<file path="src/rtl/seq_divider_32by16.sv">
// seq_divider_32by16: sequential restoring divider, one quotient bit per clock.
//
// Divides a 2*WIDTH-bit dividend Z by a WIDTH-bit divisor B, giving quotient A
// and remainder R with Z = A*B + R. Divide-by-zero and quotient overflow are
// detected at accept time and reported one cycle later without iterating.
//
// Ports:
//   clk        clock, all state changes on the rising edge
//   rst_n      synchronous active-low reset
//   in_valid   Z/B presented          in_ready   block idle, can accept
//   Z          dividend (2*WIDTH)     B          divisor (WIDTH)
//   out_valid  result valid           out_ready  consumer accepts result
//   A          quotient               R          remainder
//   div_zero   B was zero             ovf        quotient does not fit in WIDTH bits
module seq_divider_32by16 #(
    parameter int unsigned WIDTH = 16,
    parameter int unsigned CNT_W = 5
) (
    input  logic                 clk,
    input  logic                 rst_n,
    input  logic                 in_valid,
    output logic                 in_ready,
    input  logic [2*WIDTH-1:0]   Z,
    input  logic [WIDTH-1:0]     B,
    output logic                 out_valid,
    input  logic                 out_ready,
    output logic [WIDTH-1:0]     A,
    output logic [WIDTH-1:0]     R,
    output logic                 div_zero,
    output logic                 ovf
);

    typedef enum logic [1:0] {StIdle, StRun, StDone} state_e;

    state_e state_q, state_d;

    // Partial remainder is always < B after a restoring step, so its extra
    // (WIDTH+1)th bit is always zero and is not stored; it is recreated in
    // the shifted trial value below.
    logic [WIDTH-1:0] rem_q, rem_d;
    logic [WIDTH-1:0] qsh_q, qsh_d;
    logic [WIDTH-1:0] b_q, b_d;
    logic [WIDTH-1:0] a_q, a_d;
    logic [WIDTH-1:0] r_q, r_d;
    logic             dz_q, dz_d;
    logic             ovf_q, ovf_d;
    logic [CNT_W-1:0] cnt_q, cnt_d;

    logic [WIDTH-1:0] z_hi;
    logic             is_zero;
    logic             too_big;
    logic             last_iter;
    logic [WIDTH:0]   shifted;
    logic [WIDTH:0]   trial;
    logic             qbit;
    logic [WIDTH-1:0] rem_next;
    logic [WIDTH-1:0] qsh_next;

    assign z_hi      = Z[2*WIDTH-1:WIDTH];
    assign is_zero   = (B == '0);
    assign too_big   = (z_hi >= B);
    assign last_iter = (cnt_q == CNT_W'(1));

    // One restoring step: shift in the next dividend bit, try subtracting B;
    // the borrow (MSB of the WIDTH+1 bit difference) decides the quotient bit.
    assign shifted  = {rem_q, qsh_q[WIDTH-1]};
    assign trial    = shifted - {1'b0, b_q};
    assign qbit     = ~trial[WIDTH];
    assign rem_next = qbit ? trial[WIDTH-1:0] : shifted[WIDTH-1:0];
    assign qsh_next = {qsh_q[WIDTH-2:0], qbit};

    // State register
    always_ff @(posedge clk) begin
        if (!rst_n) begin
            state_q <= StIdle;
        end else begin
            state_q <= state_d;
        end
    end

    // Next-state logic
    always_comb begin
        state_d = state_q;
        unique case (state_q)
            StIdle: begin
                if (in_valid) begin
                    state_d = (is_zero || too_big) ? StDone : StRun;
                end
            end
            StRun: begin
                if (last_iter) begin
                    state_d = StDone;
                end
            end
            StDone: begin
                if (out_ready) begin
                    state_d = StIdle;
                end
            end
            default: state_d = StIdle;
        endcase
    end

    // FSM outputs: state-only, no combinational path from in_valid/out_ready
    always_comb begin
        in_ready  = (state_q == StIdle);
        out_valid = (state_q == StDone);
    end

    // Datapath next-state
    always_comb begin
        rem_d = rem_q;
        qsh_d = qsh_q;
        b_d   = b_q;
        a_d   = a_q;
        r_d   = r_q;
        dz_d  = dz_q;
        ovf_d = ovf_q;
        cnt_d = cnt_q;
        unique case (state_q)
            StIdle: begin
                if (in_valid) begin
                    b_d = B;
                    if (is_zero) begin
                        dz_d  = 1'b1;
                        ovf_d = 1'b0;
                        a_d   = '1;
                        r_d   = '0;
                    end else if (too_big) begin
                        dz_d  = 1'b0;
                        ovf_d = 1'b1;
                        a_d   = '1;
                        r_d   = '0;
                    end else begin
                        dz_d  = 1'b0;
                        ovf_d = 1'b0;
                        rem_d = z_hi;
                        qsh_d = Z[WIDTH-1:0];
                        cnt_d = CNT_W'(WIDTH);
                    end
                end
            end
            StRun: begin
                rem_d = rem_next;
                qsh_d = qsh_next;
                cnt_d = cnt_q - CNT_W'(1);
                if (last_iter) begin
                    a_d = qsh_next;
                    r_d = rem_next;
                end
            end
            default: ;
        endcase
    end

    // Datapath registers
    always_ff @(posedge clk) begin
        if (!rst_n) begin
            rem_q <= '0;
            qsh_q <= '0;
            b_q   <= '0;
            a_q   <= '0;
            r_q   <= '0;
            dz_q  <= 1'b0;
            ovf_q <= 1'b0;
            cnt_q <= '0;
        end else begin
            rem_q <= rem_d;
            qsh_q <= qsh_d;
            b_q   <= b_d;
            a_q   <= a_d;
            r_q   <= r_d;
            dz_q  <= dz_d;
            ovf_q <= ovf_d;
            cnt_q <= cnt_d;
        end
    end

    assign A        = a_q;
    assign R        = r_q;
    assign div_zero = dz_q;
    assign ovf      = ovf_q;

endmodule

</file>
<file path="config.mk">
export PLATFORM = sky130hd
export DESIGN_NAME = seq_divider_32by16
export DESIGN_NICKNAME = d
export VERILOG_FILES = /design/src/rtl/seq_divider_32by16.sv
export SDC_FILE = /design/constraint.sdc
export NUM_CORES = 1
export LEC_CHECK = 0
export BUFFER_PORTS_ARGS = -buffer_cell sky130_fd_sc_hd__buf_2
export CAP_MARGIN = 10
export CORE_MARGIN = 2
export CORE_UTILIZATION = 51
export DETAILED_ROUTE_END_ITERATION = 10
export PLACE_DENSITY_LB_ADDON = 0.2
export SLEW_MARGIN = 20
export SYNTH_ARGS = -nofsm -noshare
export SYNTH_HDL_FRONTEND = slang
export SYNTH_SLANG_ARGS = --single-unit
</file>
<file path="constraint.sdc">
create_clock -name clk -period 2.8 [get_ports clk]
set_clock_uncertainty 0.05 [all_clocks]
set_input_delay 0.14 -clock clk [delete_from_list [all_inputs] [get_ports clk]]
set_output_delay 0.14 -clock clk [all_outputs]
set_load 0.02 [all_outputs]
</file>
# Word level (Yosys, flattened, before mapping)
# Index checks and enable logic that the tools add are counted.
[totals]
ff_bits = 89
in_bits = 52
output_inout_bits = 36
word_cells = 61
[op_classes]
add_sub_neg = 2
magnitude_cmp = 1
eq_ne = 9
muxes = 31
bitwise = 1
reduce_logical = 8
[ops]
columns = ["op", "n"]
rows = [
  ["16-bit 2-to-1 mux", 15],
  ["16-bit one-hot mux with 2 select lines", 4],
  ["17-bit by 16-bit subtractor with 17-bit output", 1],
  ["16-bit >= comparator", 1],
  ["16-bit zero test", 1],
  ["5-bit 2-to-1 mux", 3],
  ["5-bit one-hot mux with 2 select lines", 1],
  ["2-bit 2-to-1 mux", 4],
  ["2-bit inequality test, second input constant", 4],
  ["4-bit AND reduction", 2],
  ["2-bit one-hot mux with 3 select lines", 1],
  ["5-bit by 1-bit equality test with 1-bit output, second input constant", 1],
  ["5-bit by 1-bit subtractor with 5-bit output, second input constant", 1],
  ["1-bit 2-to-1 mux", 3],
  ["3-bit by 1-bit inequality test with 1-bit output, second input constant", 1],
  ["3-bit AND reduction", 1],
  ["2-bit by 1-bit equality test with 1-bit output, second input constant", 1],
  ["2-bit equality test, second input constant", 1],
  ["2-bit zero test", 1],
  ["2-bit by 1-bit inequality test with 1-bit output, second input constant", 1],
  ["2-bit AND reduction", 1],
  ["2-bit nonzero test", 1],
  ["1-bit logical OR", 1],
  ["1-bit inverter", 1],
]

# Depth between registers and ports, before layout
[logic_depth]
word_depth = 5
mapped_depth = 13
depth_no_buf = 12

# Least setup slack after synthesis
# Ideal clock, no wire load.
[synth_path]
kind = "register to register"
startpoint = "reg qsh_q[15]"
endpoint = "reg r_q[15], in the netlist R[15]"
setup_ns = 0.086
arrival_ns = 2.527
required_time_ns = 2.664
setup_slack_ns = 0.136
path_stages_with_launch = 14
path_buffers = 1
period_less_slack_ns = 2.664
cell_sequence = "dfxtp_1 > inv_1 > ha_1 > inv_1 > fa_1 > a211oi_1 > o21bai_2 > o2111ai_1 > nand2_1 > xor2_2 > buf_6 > nand2_1 > mux2_4 > a221oi_2"
[synth_via]
elab_chain_len = 4
[synth_lines]
columns = ["item", "line", "source"]
rows = [
  ["start: declaration", "41", "logic [WIDTH-1:0] qsh_q, qsh_d;"],
  ["start signal: assignment", "169", "qsh_q <= qsh_d;"],
  ["17-bit by 16-bit subtractor with 17-bit output", "67", "assign trial = shifted - {1'b0, b_q};"],
  ["16-bit 2-to-1 mux", "69", "assign rem_next = qbit ? trial[WIDTH-1:0] : shifted[WIDTH-1:0];"],
  ["16-bit 2-to-1 mux", "147", "if (last_iter) begin"],
  ["16-bit one-hot mux with 2 select lines", "120", "unique case (state_q)"],
  ["end signal: assignment", "172", "r_q <= r_d;"],
  ["end: declaration", "44", "logic [WIDTH-1:0] r_q, r_d;"],
]
# No other way between the ends. The select of a mux whose other input is x is not followed.
# A chain may end at the register's enable or synchronous reset.

# Final worst setup path
[layout_path]
startpoint = "reg qsh_q[15]"
endpoint = "reg rem_q[15]"
[layout_via]
elab_chain_len = 3
[layout_lines]
columns = ["item", "line", "source"]
rows = [
  ["17-bit by 16-bit subtractor with 17-bit output", "67", ""],
  ["16-bit 2-to-1 mux", "69", ""],
  ["16-bit one-hot mux with 2 select lines", "120", ""],
  ["end signal: assignment", "168", "rem_q <= rem_d;"],
  ["end: declaration", "40", "logic [WIDTH-1:0] rem_q, rem_d;"],
]
# No other way between the ends.

==> results.tsv <==
metric	value	unit
Mapped Cells	626	
min Tclk post-route	2.79	ns
fin. max-slew vios	0	
CP Launch Type	flop	
WHS	0.00617	ns
root buffer cell	clkbuf_8	
IR drop worst, VDD	392	uV
initial antenna violation count	0	
number of synthesized flops with an enable pin	0	
# IOs	88	
remaining antenna violation count	0	
Most Crowded Layer GR	met2	
ratio of cells with drive above 1 in the final layout	0.232	
Synth Area per Inst	8.01	sq um
Finish-stage setup viols	0	
min-delay src	Z[15]	
Port Buffers	87	
Worst Path Required	3.03	ns
area grow syn2layout	25.0	%
fmax	358	MHz
CTS tree	done	
final hold violation count	0	
Worst Path Buf+Inv	4	
DIE AREA	10600	sq um
top cell type by total area after synthesis	dfxtp_1	
Critical Path AT	3.02	ns
largest net degree at the start of global routing	49	
most used cell, CP	inv_2	
clock-pin slew on the worst setup and hold paths	0.10	ns
Post-synth top flop	dfxtp_1	
CP top delay family	compound AO/OA/AOI/OAI gates	
Initial Util	0.520	
GPL Wtd Cong	0.902	
first-pass GRT wire length	20700	um
Synth top cells by count	dfxtp_1, nand2_1, nor2_1	
met1 Use GR	0.324	
Synth cell types	59	
1st-iter DRT viols	229	
DR WL/cell	15.5	um
crit path max fanout	7	
routed vias	4809	
Warnings, synthesis	0	
Synth area leaders	dfxtp_1, ha_1, nand2_1	
area share of the largest cell type after synthesis	0.355	
final worst path period share	0.997	
Clock Path Buffers	2	
Pleak	2.70	nW
cell breakdown of the critical path	inv_2 > ha_4 > inv_2 > fa_2 > a211oi_2 > o21bai_2 > o2111ai_1 > nand2_1 > xor2_2 > buf_12 > buf_6 > nor3_1 > a311o_1 > a31oi_1	
status	finished, final reports clean	
Tot Pwr	0.00455	W
DRC errors left	0	
vias per cell	5.50	
Mapped Area	5020	sq um
RSZ-0062 raised after global routing	yes	
routing usage on met2	0.426	
clock latency on the worst-skew pair	0.36	ns
Detail Placement HPWL	9530	um
Max-cap violations	0	
Remaining Overflow, GRT	0	
# placed instances	825	
Critical-path top delay cell	fa_2	
Seq/Total Area, Yosys	0.355	
HP Class	input port to flop	
asr flop ratio synth	0	
Cell Pwr Density	726	nW/um^2
number of CTS-inserted buffers	9	
CP peak stage delay	0.36	ns
Critical Path End Type	flop	
area of the core	9640	sq um
Die X	103	um
Sink Count	89	
final wirelength	13600	um
drt pass-1 iters	5	
flops & latches, synth	89	
Worst Max-Slew Pin Slew	0.743	ns
vias in the first global route	4322	
Max H-tree Level	3	
diode count	0	
Final Instance Count excl. Fillers	874	
met3 Usage GRT	0.0390	
crit path from	qsh_q[15]	
most frequent cell after synthesis	dfxtp_1	
total track usage	0.248	
layout net count	823	
syn nets	713	
Die H	103	um
# rows	36	
worst relative slew slack	0.504	
RR Startpoint	qsh_q[15]	
critical path type	flop to flop	
[final timing paths]
path | slack, ns | to | cells after the start
worst max-delay path | 0.009 | rem_q[15] | 14
worst min-delay path | 0.006 | qsh_q[15] | 3
worst max register to register | 0.009 | rem_q[15] | 14
worst min register to register | 0.41 | b_q[11] | 2
[final cells by class]
| cell class | instances | area (sq um) |
|---|---|---|
| inverter | 40 | 150 |
| clock inverter | 6 | 50.0 |
| timing repair buffer | 137 | 928 |
| clock buffer | 10 | 128 |
| sequential | 89 | 1780 |
| tap | 133 | 166 |
| fill | 873 | 3370 |
| multi-input combinational | 459 | 3060 |
[registers in the layout, summed over array words and instances (netlist names)]
register  cells
b_q          16
cnt_q         5
div_zero      1
qsh_q        16
A            16
R            16
rem_q        16
state_q       2
ovf           1
[kinds of logic (layout without fill, tap and decap cells)]
| logic type | Yosys count | in the layout | share of synthesized area |
|---|---|---|---|
| multiplexers | 22 | 22 | 0.0454 |
| buffers and inverters | 78 | 193 | 0.0718 |
| AND/OR/NAND/NOR | 229 | 229 | 0.202 |
| flip-flops | 89 | 89 | 0.355 |
| adder cells (fa/ha/maj) | 35 | 35 | 0.0888 |
| XOR/XNOR | 13 | 13 | 0.0242 |
| AO/OA/AOI/OAI | 160 | 160 | 0.213 |
[stage by stage]
stage	setup TNS [ns]	setup WS (ns)	instance area, sq um	util
6_report	0	0.00885	6270	0.650
5_1_grt	-1.01	-0.129	6270	0.650
4_1_cts	-0.00664	-0.00664	6030	0.625
3_5_place_dp	0	0.0142	5590	0.580
3_3_place_gp	0	0.0866	5590	0.580
2_1_floorplan	0	0.136	5020	-
[layer usage]
metal,wire length (um),vias to the layer above
met2,6710,104
met1,6140,2292
met5,0,-
met4,191,0
met3,513,20
li1,-,2393
[what timing repair did]
action,4_1_cts,5_1_grt
endpoints found under the setup margin,1,55
gates resized for setup,0,42
pin swaps,0,15
setup buffers,0,8
hold endpoints to repair,26,0
hold buffers,26,0
[power by group]
part,total [W],leakage [nW],internal [W],switching [W]
registers,0.00152,0.730,0.00141,0.000107
clock network,0.000825,0.0835,0.000333,0.000493
logic,0.00221,1.89,0.00102,0.00118
[layout by cell type (no fill, tap or decap), types with 9 or more instances in the layout]
master         netlist  layout
clkbuf_8             2       9
dlygate4sd3_1        0      26
buf_4                0      18
a21oi_1             62      62
buf_2                9      87
nand2_1             87      87
a311oi_1            15      15
o21ai_1             12      12
dfxtp_1             89      87
inv_1               39      37
a211oi_1            26      24
ha_1                34      33
mux2i_1             19      10
and2_1               9       9
nor2b_1             13      12
nor2_1              76      76
nor3_1              13      11
[worst min-delay path, stage by stage]
cell and delay (ns):
buf_2 0.10, nand2_1 0.05, a311oi_1 0.08
Power figures use the tool's default switching activity.
